[src/rtl/run_ctrl_pkg.sv]
// run_ctrl_pkg: shared types and helpers for the run sequencer.
//   run_state_t : sequencer state (IDLE, RESET, RUN, DONE, TIMEOUT)
//   CNT_W       : width of the run/reset cycle counter
//   host_owns() : true in the states where the host owns the memory port
package run_ctrl_pkg;

  typedef enum logic [2:0] {
    RS_IDLE    = 3'd0,
    RS_RESET   = 3'd1,
    RS_RUN     = 3'd2,
    RS_DONE    = 3'd3,
    RS_TIMEOUT = 3'd4
  } run_state_t;

  localparam int CNT_W = 16;

  function automatic logic host_owns(input run_state_t s);
    return (s == RS_IDLE) || (s == RS_DONE) || (s == RS_TIMEOUT);
  endfunction

endpackage

[src/rtl/run_ctrl_if.sv]
// run_ctrl_if: command, core, host, data-memory and status signals of the
// run sequencer.
//   slave  : the run_ctrl side (takes commands and requests, drives the
//            memory port, grants and status)
//   master : the environment side (host, core model, data_mem)
interface run_ctrl_if
  import run_ctrl_pkg::*;
#(
  parameter int AW = 8,
  parameter int DW = 8
);
  // commands
  logic             cmd_go;
  logic             cmd_abort;
  // core side
  logic             core_start;
  logic             core_halt;
  logic             core_rd;
  logic             core_wr;
  logic [AW-1:0]    core_addr;
  logic [DW-1:0]    core_wdata;
  logic [DW-1:0]    core_rdata;
  // host side
  logic             host_req;
  logic             host_we;
  logic [AW-1:0]    host_addr;
  logic [DW-1:0]    host_wdata;
  logic             host_gnt;
  logic [DW-1:0]    host_rdata;
  // data memory port
  logic             mem_re;
  logic             mem_we;
  logic [AW-1:0]    mem_addr;
  logic [DW-1:0]    mem_wdata;
  logic [DW-1:0]    mem_rdata;
  // status
  logic             busy;
  logic             done;
  logic             timeout;
  logic [CNT_W-1:0] cycle_count;

  modport slave (
    input  cmd_go, cmd_abort,
    input  core_halt, core_rd, core_wr, core_addr, core_wdata,
    input  host_req, host_we, host_addr, host_wdata,
    input  mem_rdata,
    output core_start, core_rdata, host_gnt, host_rdata,
    output mem_re, mem_we, mem_addr, mem_wdata,
    output busy, done, timeout, cycle_count
  );

  modport master (
    output cmd_go, cmd_abort,
    output core_halt, core_rd, core_wr, core_addr, core_wdata,
    output host_req, host_we, host_addr, host_wdata,
    output mem_rdata,
    input  core_start, core_rdata, host_gnt, host_rdata,
    input  mem_re, mem_we, mem_addr, mem_wdata,
    input  busy, done, timeout, cycle_count
  );

endinterface

[src/rtl/run_cycle_ctr.sv]
// run_cycle_ctr: up/down counter with synchronous clear, load and enable
// that stops when it reaches i_limit.
//   i_clk      : clock
//   i_clr      : synchronous clear to 0 (highest priority)
//   i_load     : load i_load_val
//   i_en       : count one step toward i_limit (up, or down when i_down)
//   i_limit    : terminal value; counting freezes there
//   o_count    : current value
//   o_at_limit : o_count == i_limit
module run_cycle_ctr
  import run_ctrl_pkg::*;
#(
  parameter int W = CNT_W
) (
  input  logic         i_clk,
  input  logic         i_clr,
  input  logic         i_load,
  input  logic [W-1:0] i_load_val,
  input  logic         i_en,
  input  logic         i_down,
  input  logic [W-1:0] i_limit,
  output logic [W-1:0] o_count,
  output logic         o_at_limit
);

  logic [W-1:0] r_count;

  always_ff @(posedge i_clk) begin
    if (i_clr)
      r_count <= '0;
    else if (i_load)
      r_count <= i_load_val;
    else if (i_en && !o_at_limit)
      r_count <= i_down ? r_count - W'(1) : r_count + W'(1);
  end

  assign o_count    = r_count;
  assign o_at_limit = (r_count == i_limit);

endmodule

[src/rtl/run_ctrl.sv]
// run_ctrl: run sequencer and data-memory arbiter for the accumulator core.
// Holds the core in reset while the host preloads memory, releases it after
// a go command, counts RUN cycles until halt or watchdog, then hands the
// memory back to the host.
//   CLK   : clock, posedge
//   start : synchronous active-high block reset
//   bus   : run_ctrl_if.slave (commands, core/host ports, memory port,
//           status and cycle_count)
module run_ctrl
  import run_ctrl_pkg::*;
#(
  parameter int          RST_CYCLES = 2,
  parameter logic [15:0] MAX_CYCLES = 16'hFFFF,
  parameter int          AW         = 8,
  parameter int          DW         = 8
) (
  input  logic     CLK,
  input  logic     start,
  run_ctrl_if.slave bus
);

  localparam logic [2:0] ST_IDLE    = RS_IDLE;
  localparam logic [2:0] ST_RESET   = RS_RESET;
  localparam logic [2:0] ST_RUN     = RS_RUN;
  localparam logic [2:0] ST_DONE    = RS_DONE;
  localparam logic [2:0] ST_TIMEOUT = RS_TIMEOUT;

  localparam logic [CNT_W-1:0] RST_LOAD = CNT_W'(RST_CYCLES - 1);

  logic [2:0]       r_state, w_next;
  logic             w_in_reset, w_in_run, w_host_own, w_go_ok;
  logic             w_cnt_clr, w_cnt_en, w_at_lim, w_wdog;
  logic [CNT_W-1:0] w_cnt, w_lim;
  logic             w_mem_re, w_mem_we, w_host_gnt;
  logic [AW-1:0]    w_mem_addr;
  logic [DW-1:0]    w_mem_wdata;

  assign w_in_reset = (r_state == ST_RESET);
  assign w_in_run   = (r_state == ST_RUN);
  assign w_host_own = host_owns(run_state_t'(r_state));
  assign w_go_ok    = bus.cmd_go && w_host_own;
  // this RUN cycle will bring the count to the watchdog limit
  assign w_wdog     = w_at_lim || (w_cnt == MAX_CYCLES - 16'd1);

  always_comb begin
    w_next = r_state;
    case (r_state)
      ST_IDLE, ST_DONE, ST_TIMEOUT:
        if (bus.cmd_go) w_next = ST_RESET;
      ST_RESET:
        if (w_at_lim) w_next = ST_RUN;
      ST_RUN: begin
        if (bus.cmd_abort)      w_next = ST_IDLE;
        else if (bus.core_halt) w_next = ST_DONE;
        else if (w_wdog)        w_next = ST_TIMEOUT;
      end
      default: w_next = ST_IDLE;
    endcase
  end

  always_ff @(posedge CLK) begin
    if (start) r_state <= ST_IDLE;
    else       r_state <= w_next;
  end

  // One counter serves both phases: in RESET it counts down from
  // RST_CYCLES-1 to 0, then it is cleared on entry to RUN and counts RUN
  // cycles up to MAX_CYCLES. An aborted cycle is not counted.
  assign w_cnt_clr = start || (w_in_reset && w_at_lim);
  assign w_cnt_en  = w_in_reset ||
                     (w_in_run && !bus.core_halt && !bus.cmd_abort);
  assign w_lim     = w_in_reset ? '0 : MAX_CYCLES;

  run_cycle_ctr #(.W(CNT_W)) u_ctr (
    .i_clk      (CLK),
    .i_clr      (w_cnt_clr),
    .i_load     (w_go_ok),
    .i_load_val (RST_LOAD),
    .i_en       (w_cnt_en),
    .i_down     (w_in_reset),
    .i_limit    (w_lim),
    .o_count    (w_cnt),
    .o_at_limit (w_at_lim)
  );

  // Fixed owner by state. The RESET countdown value is hidden so the
  // visible count reads 0 from the go edge onward.
  always_comb begin
    w_mem_addr  = bus.host_addr;
    w_mem_wdata = bus.host_wdata;
    w_mem_re    = 1'b0;
    w_mem_we    = 1'b0;
    w_host_gnt  = 1'b0;
    if (w_in_run) begin
      w_mem_addr  = bus.core_addr;
      w_mem_wdata = bus.core_wdata;
      w_mem_re    = bus.core_rd;
      w_mem_we    = bus.core_wr;
    end else if (w_host_own) begin
      w_host_gnt = bus.host_req;
      w_mem_re   = bus.host_req && !bus.host_we;
      w_mem_we   = bus.host_req && bus.host_we;
    end
    // block reset this cycle: nothing may reach memory
    if (start) begin
      w_mem_re   = 1'b0;
      w_mem_we   = 1'b0;
      w_host_gnt = 1'b0;
    end
  end

  assign bus.mem_addr    = w_mem_addr;
  assign bus.mem_wdata   = w_mem_wdata;
  assign bus.mem_re      = w_mem_re;
  assign bus.mem_we      = w_mem_we;
  assign bus.host_gnt    = w_host_gnt;
  assign bus.core_rdata  = bus.mem_rdata;
  assign bus.host_rdata  = bus.mem_rdata;

  // DONE keeps core_start low so the halted core state stays readable
  assign bus.core_start  = !(w_in_run || (r_state == ST_DONE));
  assign bus.busy        = w_in_reset || w_in_run;
  assign bus.done        = (r_state == ST_DONE);
  assign bus.timeout     = (r_state == ST_TIMEOUT);
  assign bus.cycle_count = w_in_reset ? '0 : w_cnt;

endmodule

[src/flat_wrapper.sv]
// flat-port wrapper written by rule: the top's interface ports become plain ports
module run_ctrl_flat import run_ctrl_pkg::*;
#(
  parameter int          RST_CYCLES = 2,
  parameter logic [15:0] MAX_CYCLES = 16'hFFFF,
  parameter int          AW         = 8,
  parameter int          DW         = 8
)
  (CLK, start, bus_cmd_go, bus_cmd_abort, bus_core_halt, bus_core_rd, bus_core_wr, bus_core_addr, bus_core_wdata, bus_host_req, bus_host_we, bus_host_addr, bus_host_wdata, bus_mem_rdata, bus_core_start, bus_core_rdata, bus_host_gnt, bus_host_rdata, bus_mem_re, bus_mem_we, bus_mem_addr, bus_mem_wdata, bus_busy, bus_done, bus_timeout, bus_cycle_count);
  run_ctrl_if #(.AW(AW), .DW(DW)) bus_i ();
  input  logic CLK;
  input  logic start;
  input wire logic [$bits(bus_i.cmd_go)-1:0] bus_cmd_go;
  input wire logic [$bits(bus_i.cmd_abort)-1:0] bus_cmd_abort;
  input wire logic [$bits(bus_i.core_halt)-1:0] bus_core_halt;
  input wire logic [$bits(bus_i.core_rd)-1:0] bus_core_rd;
  input wire logic [$bits(bus_i.core_wr)-1:0] bus_core_wr;
  input wire logic [$bits(bus_i.core_addr)-1:0] bus_core_addr;
  input wire logic [$bits(bus_i.core_wdata)-1:0] bus_core_wdata;
  input wire logic [$bits(bus_i.host_req)-1:0] bus_host_req;
  input wire logic [$bits(bus_i.host_we)-1:0] bus_host_we;
  input wire logic [$bits(bus_i.host_addr)-1:0] bus_host_addr;
  input wire logic [$bits(bus_i.host_wdata)-1:0] bus_host_wdata;
  input wire logic [$bits(bus_i.mem_rdata)-1:0] bus_mem_rdata;
  output wire logic [$bits(bus_i.core_start)-1:0] bus_core_start;
  output wire logic [$bits(bus_i.core_rdata)-1:0] bus_core_rdata;
  output wire logic [$bits(bus_i.host_gnt)-1:0] bus_host_gnt;
  output wire logic [$bits(bus_i.host_rdata)-1:0] bus_host_rdata;
  output wire logic [$bits(bus_i.mem_re)-1:0] bus_mem_re;
  output wire logic [$bits(bus_i.mem_we)-1:0] bus_mem_we;
  output wire logic [$bits(bus_i.mem_addr)-1:0] bus_mem_addr;
  output wire logic [$bits(bus_i.mem_wdata)-1:0] bus_mem_wdata;
  output wire logic [$bits(bus_i.busy)-1:0] bus_busy;
  output wire logic [$bits(bus_i.done)-1:0] bus_done;
  output wire logic [$bits(bus_i.timeout)-1:0] bus_timeout;
  output wire logic [$bits(bus_i.cycle_count)-1:0] bus_cycle_count;
  assign bus_i.cmd_go = bus_cmd_go;
  assign bus_i.cmd_abort = bus_cmd_abort;
  assign bus_i.core_halt = bus_core_halt;
  assign bus_i.core_rd = bus_core_rd;
  assign bus_i.core_wr = bus_core_wr;
  assign bus_i.core_addr = bus_core_addr;
  assign bus_i.core_wdata = bus_core_wdata;
  assign bus_i.host_req = bus_host_req;
  assign bus_i.host_we = bus_host_we;
  assign bus_i.host_addr = bus_host_addr;
  assign bus_i.host_wdata = bus_host_wdata;
  assign bus_i.mem_rdata = bus_mem_rdata;
  assign bus_core_start = bus_i.core_start;
  assign bus_core_rdata = bus_i.core_rdata;
  assign bus_host_gnt = bus_i.host_gnt;
  assign bus_host_rdata = bus_i.host_rdata;
  assign bus_mem_re = bus_i.mem_re;
  assign bus_mem_we = bus_i.mem_we;
  assign bus_mem_addr = bus_i.mem_addr;
  assign bus_mem_wdata = bus_i.mem_wdata;
  assign bus_busy = bus_i.busy;
  assign bus_done = bus_i.done;
  assign bus_timeout = bus_i.timeout;
  assign bus_cycle_count = bus_i.cycle_count;
  run_ctrl #(.RST_CYCLES(RST_CYCLES), .MAX_CYCLES(MAX_CYCLES), .AW(AW), .DW(DW)) u_core (.CLK(CLK), .start(start), .bus(bus_i));
endmodule
[config.mk]
export PLATFORM = sky130hd
export DESIGN_NAME = run_ctrl_flat
export DESIGN_NICKNAME = d
export VERILOG_FILES = /design/src/rtl/run_ctrl_pkg.sv /design/src/rtl/run_ctrl_if.sv /design/src/rtl/run_cycle_ctr.sv /design/src/rtl/run_ctrl.sv /design/src/flat_wrapper.sv
export SDC_FILE = /design/constraint.sdc
export NUM_CORES = 1
export LEC_CHECK = 0
export CORE_MARGIN = 10
export CORE_UTILIZATION = 35
export DETAILED_ROUTE_END_ITERATION = 7
export PLACE_DENSITY_LB_ADDON = 0.25
export SLEW_MARGIN = 0
export SYNTH_ARGS = -nofsm -noshare
export SYNTH_HDL_FRONTEND = slang
export SYNTH_SLANG_ARGS = --single-unit
[constraint.sdc]
create_clock -name CLK -period 3.65 [get_ports CLK]
set_input_delay 0.5475 -clock CLK [delete_from_list [all_inputs] [get_ports CLK]]
set_output_delay 0.5475 -clock CLK [all_outputs]
set_load 0.01 [all_outputs]
Yosys cells after proc, flatten, opt, wreduce, memory -nomap -nowiden
Cells that the tools add are included.
- flip-flop bits (word level): 19
- bits of input ports: 49
- word-level logic and storage cells: 60
- add/subtract/negate cells: 2
- eq/ne operators: 9
- muxes and demuxes: 22
- reductions and logical operators: 24
- operators by type and width (kind ; number):
    $mux 16 ; 3
    $add 16x1->16 const B ; 1
    $eq 16x16->1 ; 1
    $eq 16x16->1 const B ; 1
    $mux 8 ; 2
    $sub 16x1->16 const B ; 1
    $mux 3 ; 5
    $mux 1 ; 11
    $pmux 3 s3 ; 1
    $logic_and 1x1->1 ; 7
    $logic_or 1x1->1 ; 7
    $eq 3x2->1 const B ; 2
    $logic_not 1->1 ; 5
    $ne 4x4->1 const B ; 1
    $eq 3x1->1 const B ; 1
    $eq 3x3->1 const B ; 1
    $logic_not 3->1 ; 1
    $reduce_and 3->1 ; 1
    $reduce_or 3->1 ; 1
    $ne 2x1->1 const B ; 1
    $ne 2x2->1 const B ; 1
    $reduce_bool 2->1 ; 1
    $reduce_or 2->1 ; 1

Depth between registers and ports, before layout
Gate-level depths: netlist of run 1.
- word-level depth: 8
- depth in mapped cells: 12

Cells and area by module
A second synthesis of run 1 with hierarchy kept.
- cells, all modules: 318
- area total of the unflattened synthesis: 2494.9 µm²
- by module, submodules not included (module ; instances ; cells each ; area an instance (µm²) ; seq. area each (µm²)):
    run_cycle_ctr ; 1 ; 217 ; 1727.9 ; 320.3
    run_ctrl ; 1 ; 101 ; 767.0 ; 60.1

Worst setup path before layout of run 1
No wires, ideal clock.
- kind: reg2reg
- start: register u_core.r_state[1]
- end: register u_core.u_ctr.r_count[8] (netlist: u_core.u_ctr.o_count[8])
- arrival: 2.653 ns
- data required time: 3.528 ns
- path slack: 0.874 ns
- cell stages (with the launch flop): 10
- buffers on the path: 2
- clock period less this slack: 2.776 ns
- cell sequence: dfxtp_1 > nand2b_1 > or2_1 > clkbuf_2 > ha_1 > or4_4 > o41ai_1 > nand2b_1 > buf_4 > a211oi_1
- word-level cells in the longest chain between the ends: 6
- elaborated cells on any way between the ends: 19
- RTL lines (item ; RTL line ; RTL):
    start: declaration ; run_ctrl.sv:30 ; logic [2:0] r_state, w_next;
    start signal: assignment ; run_ctrl.sv:63 ; else r_state <= w_next;
    $eq 3x1->1 ; run_ctrl.sv:38 ; assign w_in_reset = (r_state == ST_RESET);
    $mux 16 ; run_ctrl.sv:72 ; assign w_lim = w_in_reset ? '0 : MAX_CYCLES;
    $eq 16x16->1 ; run_cycle_ctr.sv:38 ; assign o_at_limit = (r_count == i_limit);
    $logic_and 1x1->1 ; run_ctrl.sv:69 ; assign w_cnt_clr = start || (w_in_reset && w_at_lim);
    $logic_or 1x1->1 ; run_ctrl.sv:69 ;
    $reduce_or 2->1 (no source line) ; -- ;
    end signal: assignment ; run_cycle_ctr.sv:32 ; r_count <= i_load_val;
    end signal: assignment ; run_cycle_ctr.sv:34 ; r_count <= i_down ? r_count - W'(1) : r_count + W'(1);
    end: declaration ; run_cycle_ctr.sv:26 ; logic [W-1:0] r_count;
Parallel ways exist; a longest one is shown, timed or not.
A chain may end at the register's enable or synchronous reset.

Worst setup path after layout of run 1
- start: register u_core.r_state[1]
- end: register u_core.u_ctr.r_count[14] (netlist: u_core.u_ctr.o_count[14])
Same word-level chain as after synthesis.

==> results of run 1 <==
[power groups by stage]
stage               clock network (mW)  registers [mW]  logic, mW
floorplan                            0           0.341      0.820
global placement                     0           0.365       1.17
detailed placement                   0           0.366       1.18
CTS                              0.161           0.361       1.19
global route                     0.170           0.376       1.31
finish                           0.153           0.360       1.17
[cell families (layout without fill, tap and decap cells)]
logic type               after synthesis  in the layout  synth area share (%)
AND/OR/NAND/NOR                       68             68                 16.29
AO/OA/AOI/OAI                         47             47                 16.92
buffers and inverters                 34             97                 10.55
adder cells (fa/ha/maj)               31             31                 19.73
multiplexers                          20             20                 10.99
flip-flops                            19             19                 18.98
XOR/XNOR                              15             15                 6.554
[worst reg2reg max path, delay by kind of cell, from the launching register on]
| kind | cells | cell delay, ns |
|---|---|---|
| AOI/OAI and AO/OA | 4 | 0.78 |
| xor gates and xnor gates | 1 | 0.15 |
| adders and majority gates | 1 | 0.52 |
| buffers and inverters | 1 | 0.41 |
| DFF | 1 | 0.37 |
| and+or+nand+nor | 4 | 0.92 |
[registers in the layout (all words and copies together), names as in the netlist]
| signal | count |
|---|---|
| u_core.u_ctr.o_count | 16 |
| u_core.r_state | 3 |
[routing by layer]
layer,vias to the layer above,wire (um)
li1,937,-
met1,828,2434
met2,58,2844
met3,5,572
met4,0,48
met5,-,0
[synthesized netlist by cell type (all sizes together)]
cell and instances:
a211oi 13, a21oi 10, a22o 1, a311oi 2, a31oi 1, and2 2
buf 20, clkbuf 3, dfxtp 19, fa 1, ha 30, inv 11
mux2 16, mux2i 4, nand2 7, nand2b 5, nand3 2, nand4 3
nor2 35, nor2b 5, nor3 4, nor3b 1, o211ai 1, o21a 1
o21ai 8, o21bai 1, o221ai 1, o31a 1, o31ai 4, o41a 1
o41ai 2, or2 1, or4 1, or4b 2, xnor2 11, xor2 4
[final cells by class]
type	count	area (sq um)	share of cell area (%)
multi-input cells	181	1413	50.74
repair buffers	82	813.3	29.21
flip-flops and latches	19	380.4	13.66
well taps	72	90.09	3.236
clock buffers	3	41.29	1.483
inverters	11	41.29	1.483
clock inverters	1	5.005	0.1798
[path summary, 6_finish.rpt]
| check | from | to | depth (start not counted) |
|---|---|---|---|
| worst max-delay path | u_core.r_state[1] | u_core.u_ctr.o_count[14] | 11 |
| worst min-delay path | u_core.r_state[1] | u_core.r_state[1] | 2 |
| worst max register to register | u_core.r_state[1] | u_core.u_ctr.o_count[14] | 11 |
| worst min register to register | u_core.r_state[1] | u_core.r_state[1] | 2 |
[through the flow]
step                area, sq um  instances  hold slack [ns]
finish                     2784        369           0.5337
global route               2784        369           0.5661
CTS                        2784        369           0.5322
detailed placement         2738        365           0.5207
global placement           2738        365           0.5234
floorplan                  2004        234           0.4900
==> metrics.md, run 1 <==
| Metric | Value |
|---|---|
| Die Wd | 95.68 um |
| Clock tree skew after final layout | 0.001428 ns |
| Ys Warns | 0 |
| Clk network pwr share | 9.1% |
| DP Worst Slack | 0.4456 ns |
| NetSw | 0.7522 mW |
| Final Hold Viols | 0 |
| DR vias/cell | 4.954 |
| Core footprint | 0.005540 sq mm |
| Area Overhead vs Synth | 38.89% |
| CTS H-tree depth | 1 |
| Root Buffer | clkbuf_8 |
| Initial Util | 36.18% |
| Final core occ | 50.25% |
| Synth cell types | 41 |
| Slowest CP cell | fa_1 |
| Cell count after synthesis | 234 |
| Status | finished, final reports clean |
| CTS tree | done |
| RSZ-0062 raised after global routing | no |
| Setup_tns | 0 ns |
| ANT cells | 0 |
| Number of global-route vias before repair | 1,927 |
| PD cells | 604.3 mW/mm^2 |
| Slew HR | 42.78% |
| Fill cells | 521 |
| First-pass GRT wire length | 9.777 mm |
| Worst slew pin tran | 0.8584 ns |
| Setup slack after layout | 0.4292 ns |
| # Post-CTS Setup Buffers | 0 |
| Routed wire length | 5.900 mm |
| FF-to-FF setup slack | 0.43 ns |
| Slew Limit Fails | 0 |
| Combinational Power Share | 69.5% |
| Routed len/inst | 15.99 um |
| Worst-path fanout max | 16 |
| Maximum vdd drop | 0.0002734 V |
| Post-Syn Area | 0.002004 sq mm |
| Min cycle time layout | 3.221 ns |
| Total CTS buffers | 3 |
| DRC Markers | 0 |
| Met3 Usage GRT | 5.892% |
| CP Cell Sequence | nand2b_1, or2_1, inv_1, fa_1, nor2b_1, o21ai_0, a21oi_1, nor2_1, o221ai_1, xnor2_1, a211oi_1 |
| CP Class | reg -> reg |
| Iter 0 DRT Violations | 105 |
| Max Fclk | 0.3105 GHz |
| CP peak stage delay | 0.52 ns |
| Gp weighted congestion | 0.8476 |
| Largest net degree at the start of global routing | 29 |
| Top-area cell type share of the netlist area | 18.98% |
| Synthesized Nets | 314 |
| Worst skew pair latency | 0.26 ns |
| Hpwl dp | 4.949 mm |
| Hold crit path type | reg -> reg |
| Sw frac | 44.71% |
| Top Usage Layer GRT | met2 |
| Worst endpoint required time | 3.83 ns |
| Worst-path clk slew | 0.08 ns |
| Fraction of layout cells with a size suffix above 1 | 9.091% |
| Rows | 27 |
| Cell taking the most area after synthesis | dfxtp_1 |
| GR Layer Usage met1 | 15.43% |
| Pint | 0.9302 mW |
| Post-route antenna net violation count | 0 |
| Total GRT Usage | 13.16% |
| Tot Pwr | 1.682 mW |
| Port buffer count | 79 |
| CP bufs+invs | 1 |
| Part of the power in registers | 21.4% |
| Drt first pass iters | 4 |
| Clk buf depth | 2 |
| CTS Sinks | 19 |
| Yosys reg bits | 19 |
| Die Y | 95.68 um |
| Syn_area_per_cell | 8.566 sq um |
| Leak pwr | 1.106 nW |
| Initial antenna violation count | 0 |
| DR vias | 1,828 |
| Nets | 378 |
| Final Cycle Share | 88.24% |
| Crit end category | register |
| I/O Pins | 104 |
| Die area | 0.009154 sq mm |
| Worst EP arrival | 3.40 ns |
| Hold Buf Count CTS | 0 |
| CTS resizes | 0 |
| Gr ovfl total | 0 |
| Commonest non-fill, non-tap cell in the layout | clkdlybuf4s50_1 |
| Final setup viols | 0 |
| Max cap viols | 0 |
| Register area share after synthesis | 18.98% |
| Met2 GRT Util | 21.61% |
| Commonest cells after routing, fill and taps aside | clkdlybuf4s50_1, nor2_1, ha_1, dfxtp_1, mux2_2 |
| Worst Setup Start Kind | register |
| Family with the most delay on the worst path | simple AND/OR/NAND/NOR gates |
| Largest cells by area after synthesis | dfxtp_1, ha_1, mux2_2 |
(Power assumes the default switching activity.)
==> inputs of run 2 (changes only) <==
Settings changed: CAP_MARGIN set to 10, SLEW_MARGIN 0 to not set.
==> results of run 2 <==
The final DEF is identical to that of run 1; final timing and power are the same.
==> inputs of run 3 (changes only) <==
Settings changed: CTS_CLUSTER_DIAMETER set to 30.
==> results of run 3 <==
The final DEF is identical to that of run 1; final timing and power are the same.
